===== config.mk =====
export PLATFORM = sky130hd
export DESIGN_NAME = demux1x2_buf_flat
export DESIGN_NICKNAME = d
export VERILOG_FILES = /design/src/rtl/demux1x2_buf_if.sv /design/src/rtl/demux1x2_buf.sv /design/src/flat_wrapper.sv
export SDC_FILE = /design/constraint.sdc
export NUM_CORES = 1
export LEC_CHECK = 0
export ABC_AREA = 1
export CORE_AREA = 4 4 48 60
export DETAILED_ROUTE_END_ITERATION = 6
export DIE_AREA = 0 0 52 64
export GPL_TIMING_DRIVEN = 1
export PLACE_DENSITY = 0.71
export REMOVE_ABC_BUFFERS = 1
export SYNTH_ARGS = -nofsm -noshare
export SYNTH_HDL_FRONTEND = slang
export SYNTH_SLANG_ARGS = --single-unit

===== constraint.sdc =====
create_clock -name clk -period 1.1 [get_ports clk]
set_clock_uncertainty 0.05 [all_clocks]
set_input_delay 0.22 -clock clk [delete_from_list [all_inputs] [get_ports clk]]
set_output_delay 0.22 -clock clk [all_outputs]
set_load 0.02 [all_outputs]

===== src/rtl/demux1x2_buf_if.sv =====
// Handshake bundle for demux1x2_buf: one input stream, two buffered output channels.
// count0/count1 exist only when DEMUX_COUNT_EN is defined.
interface demux1x2_buf_if #(
  parameter int size = 8,
  parameter int cntW = 8
);
  logic                flush;
  logic                sel;
  logic                inValid;
  logic [size-1:0]     inputVal;
  logic                inReady;
  logic [1:0]          outValid;
  logic [1:0]          outReady;
  logic [2*size-1:0]   y;
`ifdef DEMUX_COUNT_EN
  logic [cntW-1:0]     count0;
  logic [cntW-1:0]     count1;

  modport slave (
    input  flush, sel, inValid, inputVal, outReady,
    output inReady, outValid, y, count0, count1
  );

  modport master (
    output flush, sel, inValid, inputVal, outReady,
    input  inReady, outValid, y, count0, count1
  );
`else
  modport slave (
    input  flush, sel, inValid, inputVal, outReady,
    output inReady, outValid, y
  );

  modport master (
    output flush, sel, inValid, inputVal, outReady,
    input  inReady, outValid, y
  );
`endif

  if (size < 1 || cntW < 1) begin : g_param_check
    $error("demux1x2_buf_if: size and cntW must be at least 1");
  end
endinterface


===== src/rtl/demux1x2_buf.sv =====
// 1:2 demultiplexer with a one-entry valid/ready register per output channel.
// Optional per-channel pop counters are enabled by defining DEMUX_COUNT_EN.
module demux1x2_buf #(
  parameter int size = 8,
  parameter int cntW = 8
) (
  input  logic          clk,
  input  logic          rst_n,
  demux1x2_buf_if.slave bus
);

  logic [1:0] valid_vec;
  logic [1:0] pop;
  logic [1:0] push;
  logic       in_ready;

  // Ready looks only at the selected channel, so a stalled consumer never
  // blocks traffic headed for the other one.
  always_comb begin
    in_ready = ~bus.flush & (~valid_vec[bus.sel] | bus.outReady[bus.sel]);
  end

  assign bus.inReady = in_ready;

  generate
    for (genvar gi = 0; gi < 2; gi++) begin : g_ch
      logic            valid_q;
      logic            valid_d;
      logic [size-1:0] data_q;
      logic [size-1:0] data_d;

      assign pop[gi]  = valid_q & bus.outReady[gi];
      assign push[gi] = bus.inValid & in_ready & (bus.sel == 1'(gi));

      // A push in the same cycle as a pop replaces the word without a bubble;
      // flush drops the valid but leaves the data register alone.
      always_comb begin
        valid_d = valid_q;
        data_d  = data_q;
        if (bus.flush) begin
          valid_d = 1'b0;
        end else begin
          valid_d = push[gi] | (valid_q & ~pop[gi]);
        end
        if (push[gi]) begin
          data_d = bus.inputVal;
        end
      end

      always_ff @(posedge clk or negedge rst_n) begin
        if (!rst_n) begin
          valid_q <= 1'b0;
          data_q  <= '0;
        end else begin
          valid_q <= valid_d;
          data_q  <= data_d;
        end
      end

      assign valid_vec[gi]               = valid_q;
      assign bus.outValid[gi]            = valid_q;
      assign bus.y[gi*size +: size]      = data_q;

`ifdef DEMUX_COUNT_EN
      logic [cntW-1:0] cnt_q;
      logic [cntW-1:0] cnt_d;

      // Pops coinciding with flush are not reported as transfers.
      always_comb begin
        cnt_d = cnt_q;
        if (pop[gi] && !bus.flush) begin
          cnt_d = cnt_q + 1'b1;
        end
      end

      always_ff @(posedge clk or negedge rst_n) begin
        if (!rst_n) begin
          cnt_q <= '0;
        end else begin
          cnt_q <= cnt_d;
        end
      end
`endif
    end
  endgenerate

`ifdef DEMUX_COUNT_EN
  assign bus.count0 = g_ch[0].cnt_q;
  assign bus.count1 = g_ch[1].cnt_q;
`endif

  if (size < 1 || cntW < 1) begin : g_param_check
    $error("demux1x2_buf: size and cntW must be at least 1");
  end

endmodule


===== src/flat_wrapper.sv =====
// flat-port wrapper written by rule: the top's interface ports become plain ports
module demux1x2_buf_flat 
#(
  parameter int size = 8,
  parameter int cntW = 8
)
  (clk, rst_n, bus_flush, bus_sel, bus_inValid, bus_inputVal, bus_outReady, bus_inReady, bus_outValid, bus_y);
  demux1x2_buf_if #(.size(size), .cntW(cntW)) bus_i ();
  input  logic clk;
  input  logic rst_n;
  input wire logic [$bits(bus_i.flush)-1:0] bus_flush;
  input wire logic [$bits(bus_i.sel)-1:0] bus_sel;
  input wire logic [$bits(bus_i.inValid)-1:0] bus_inValid;
  input wire logic [$bits(bus_i.inputVal)-1:0] bus_inputVal;
  input wire logic [$bits(bus_i.outReady)-1:0] bus_outReady;
  output wire logic [$bits(bus_i.inReady)-1:0] bus_inReady;
  output wire logic [$bits(bus_i.outValid)-1:0] bus_outValid;
  output wire logic [$bits(bus_i.y)-1:0] bus_y;
  assign bus_i.flush = bus_flush;
  assign bus_i.sel = bus_sel;
  assign bus_i.inValid = bus_inValid;
  assign bus_i.inputVal = bus_inputVal;
  assign bus_i.outReady = bus_outReady;
  assign bus_inReady = bus_i.inReady;
  assign bus_outValid = bus_i.outValid;
  assign bus_y = bus_i.y;
  demux1x2_buf #(.size(size), .cntW(cntW)) u_core (.clk(clk), .rst_n(rst_n), .bus(bus_i));
endmodule

==> impl_metrics.env <==
export IMPL_status="finished with violations"
export IMPL_violations="setup timing"
export IMPL_yosysSeqAreaShare_pct=54.3
export IMPL_cp_start_kind="primary input"
export IMPL_cp_slowest_cell="clkdlybuf4s50_1"
export IMPL_hold_path_class="primary input to asynchronous set/reset pin"
export IMPL_cts_tree="built"
export IMPL_fp_dieW_microns=52
export IMPL_numCtsBuffers=3
export IMPL_timing_hold_ws_ns=0.225
export IMPL_first_iter_violations=29
export IMPL_drcViolationCount=0
export IMPL_netlist_area_sq_um=830
export IMPL_crit_required_ns=0.83
export IMPL_initial_core_util_pct=34.9
export IMPL_fp_dieH_microns=64
export IMPL_first_pass_iters=4
export IMPL_fill_cells=157
export IMPL_synth_seq_cells=18
export IMPL_cts_sinks=18
export IMPL_wl_per_cell_microns=17.0
export IMPL_grt_pass1_wl_microns=3980
export IMPL_worst_slew_pin_slew_ns=0.351
export IMPL_cp_data_arrival_time_ns=1.11
export IMPL_endpoint_kind="output port"
export IMPL_fmax_mhz=723
export IMPL_antenna_found_initial=0
export IMPL_synth_area_per_cell_sq_um=9.76
export IMPL_grt_pass1_vias=876
export IMPL_drv_cap=0
export IMPL_finalCritPeriodShare_pct=126
export IMPL_clk_pin_slew_worst_paths_ns=0.10
export IMPL_cts_root_buf="clkbuf_4"
export IMPL_cp_num_buf_inv=3
export IMPL_dr_total_vias=899
export IMPL_core_area_sq_mm=0.00238
export IMPL_worstPathCellList="clkdlybuf4s50_1, inv_2, nand2_4, nor2_8, buf_6"
export IMPL_gp_congestion=0.734
export IMPL_routed_via_density=4.94
export IMPL_max_stage_delay_ns=0.46
export IMPL_die_area_sq_mm=0.00333
export IMPL_multi_input_area_sq_um=394
export IMPL_clk_latency_ns=0.29
export IMPL_drive_above_1_share_pct=53.0
export IMPL_area_delta_synth_final_pct=88.7
export IMPL_n_antenna_cell=0
export IMPL_finalHoldViolCount=0
export IMPL_setup_worst_path_class="primary input to output port"
export IMPL_setup_viol=32
export IMPL_overflow=0
export IMPL_cp_top_family="buffers and inverters"
export IMPL_grt_max_degree=19
export IMPL_synth_cells=85
export IMPL_slew_headroom_pct=76.5
export IMPL_utilization_pct=65.8
export IMPL_p_per_area_mw_per_mm2=1330
export IMPL_ir_drop_uv=672
export IMPL_wirelength_microns=3100
export IMPL_yosys_area_top_type="dfrtp_1"
export IMPL_rsz0062_at_grt="yes"
export IMPL_slew_viol_final=0
export IMPL_worstPathMaxFanout=2
export IMPL_synth_area_leaders="dfrtp_1, nand2_1, nand4_1, inv_1, o21ai_1"
export IMPL_dp_hpwl_microns=1580
export IMPL_totalPowerFinal_mw=2.09
export IMPL_synthDominantCellAreaShare_pct=54.3
export IMPL_fin_nets=165
export IMPL_synth_warnings=0
export IMPL_antenna_left=0
export IMPL_p_leak_nw=0.771
export IMPL_track_usage_pct=16.0
export IMPL_synth_distinct_cells=16
export IMPL_ioPinCount=34
export IMPL_io_buffer_count=33
export IMPL_regArea_sq_um=450
export IMPL_min_period_ns=1.38
export IMPL_row_count=20
export IMPL_clockBufferDepth=2
export IMPL_fin_ws_ns=-0.283
export IMPL_cts_htree_levels=1
path summary, 6_finish.rpt:
check | start | end | slack, ns | cells after the start
max in group asynchronous | rst_n | u_core.g_ch[1].data_q[5] | 0.65 | 2
max | bus_flush | bus_inReady | -0.28 | 5
min reg2reg | u_core.g_ch[1].data_q[7] | u_core.g_ch[1].data_q[7] | 0.48 | 2
max reg2reg | u_core.g_ch[1].valid_q | u_core.g_ch[1].data_q[2] | -0.26 | 8
min | rst_n | u_core.g_ch[1].valid_q | 0.22 | 2
min in group clk | bus_outReady[1] | u_core.g_ch[1].valid_q | 0.43 | 5
cells by family (layout without fill, tap and decap cells):
logic type	after synthesis	in the layout	synth area share, %
and+or+nand+nor	40	43	29.1
buffers and inverters	17	78	10.1
DFF	18	18	54.3
AOI/OAI and AO/OA	10	10	6.49
metrics by stage:
step	setup WS [ns]	cells	instance area (sq um)	TNS (ns)
after floorplan	-0.167	80	791	-1.48
after global placement	-0.801	156	1250	-11.65
after detailed placement	-0.826	156	1250	-12.49
after CTS	-0.256	170	1430	-2.53
after global routing	-0.333	182	1570	-5.86
final	-0.283	182	1570	-4.34
cells in the mapped netlist (all sizes together):
cell type,instances
nand2,27
dfrtp,18
inv,12
nand4,9
o21ai,8
buf,5
a21oi,2
nand3,2
nor2,2
repair_timing:
| item | 4_1_cts | 5_1_grt |
|---|---|---|
| hold buffers | 0 | 0 |
| buffers inserted | 6 | 12 |
| setup endpoints to repair | 37 | 37 |
| gates cloned | 4 | 0 |
| resized for setup | 121 | 19 |
| pin swaps | 7 | 5 |
flip-flops by register name, indices dropped and copies added, names as in the netlist:
register and flops:
u_core.g_ch.valid_q 2, u_core.g_ch.data_q 16
placed cells by master, fill, tap and decap left out:
cell type and instances:
inv_1 8, buf_8 1, a21oi_2 2, inv_2 3
clkbuf_8 1, nand2_2 9, nand3_4 2, clkinvlp_4 1
buf_6 21, nand4_4 3, nand2_1 16, nor2_8 1
nand2_4 2, buf_12 1, o21ai_1 6, dfrtp_1 18
nor2_4 1, o21ai_2 2, clkbuf_4 3, buf_2 1
dlygate4sd2_1 2, buf_4 24, clkdlybuf4s50_1 12, nand4_1 8
nand3_2 1
per-layer routing:
metal | part of all wire, % | global-route usage, % | wire [microns] | vias to the layer above
met4 | 3.1 | 5.90 | 96 | 0
met5 | 0 | 0 | 0 | -
li1 | - | - | - | 411
met1 | 34 | 16.8 | 1060 | 440
met3 | 7.5 | 3.50 | 232 | 13
met2 | 55 | 29.9 | 1710 | 35
report_power, final:
part	switching [mW]	internal (mW)
clock network	0.202	0.201
logic	0.394	0.444
registers	0.0812	0.763
layout make-up:
| type | count | area share, % |
|---|---|---|
| clock buffer | 4 | 2.32 |
| inverter | 12 | 3.12 |
| multi-input combinational | 53 | 25.2 |
| sequential | 18 | 28.8 |
| tap | 33 | 2.64 |
| timing repair buffer | 62 | 38.0 |
No activity file was read; power rests on OpenSTA's default activity.
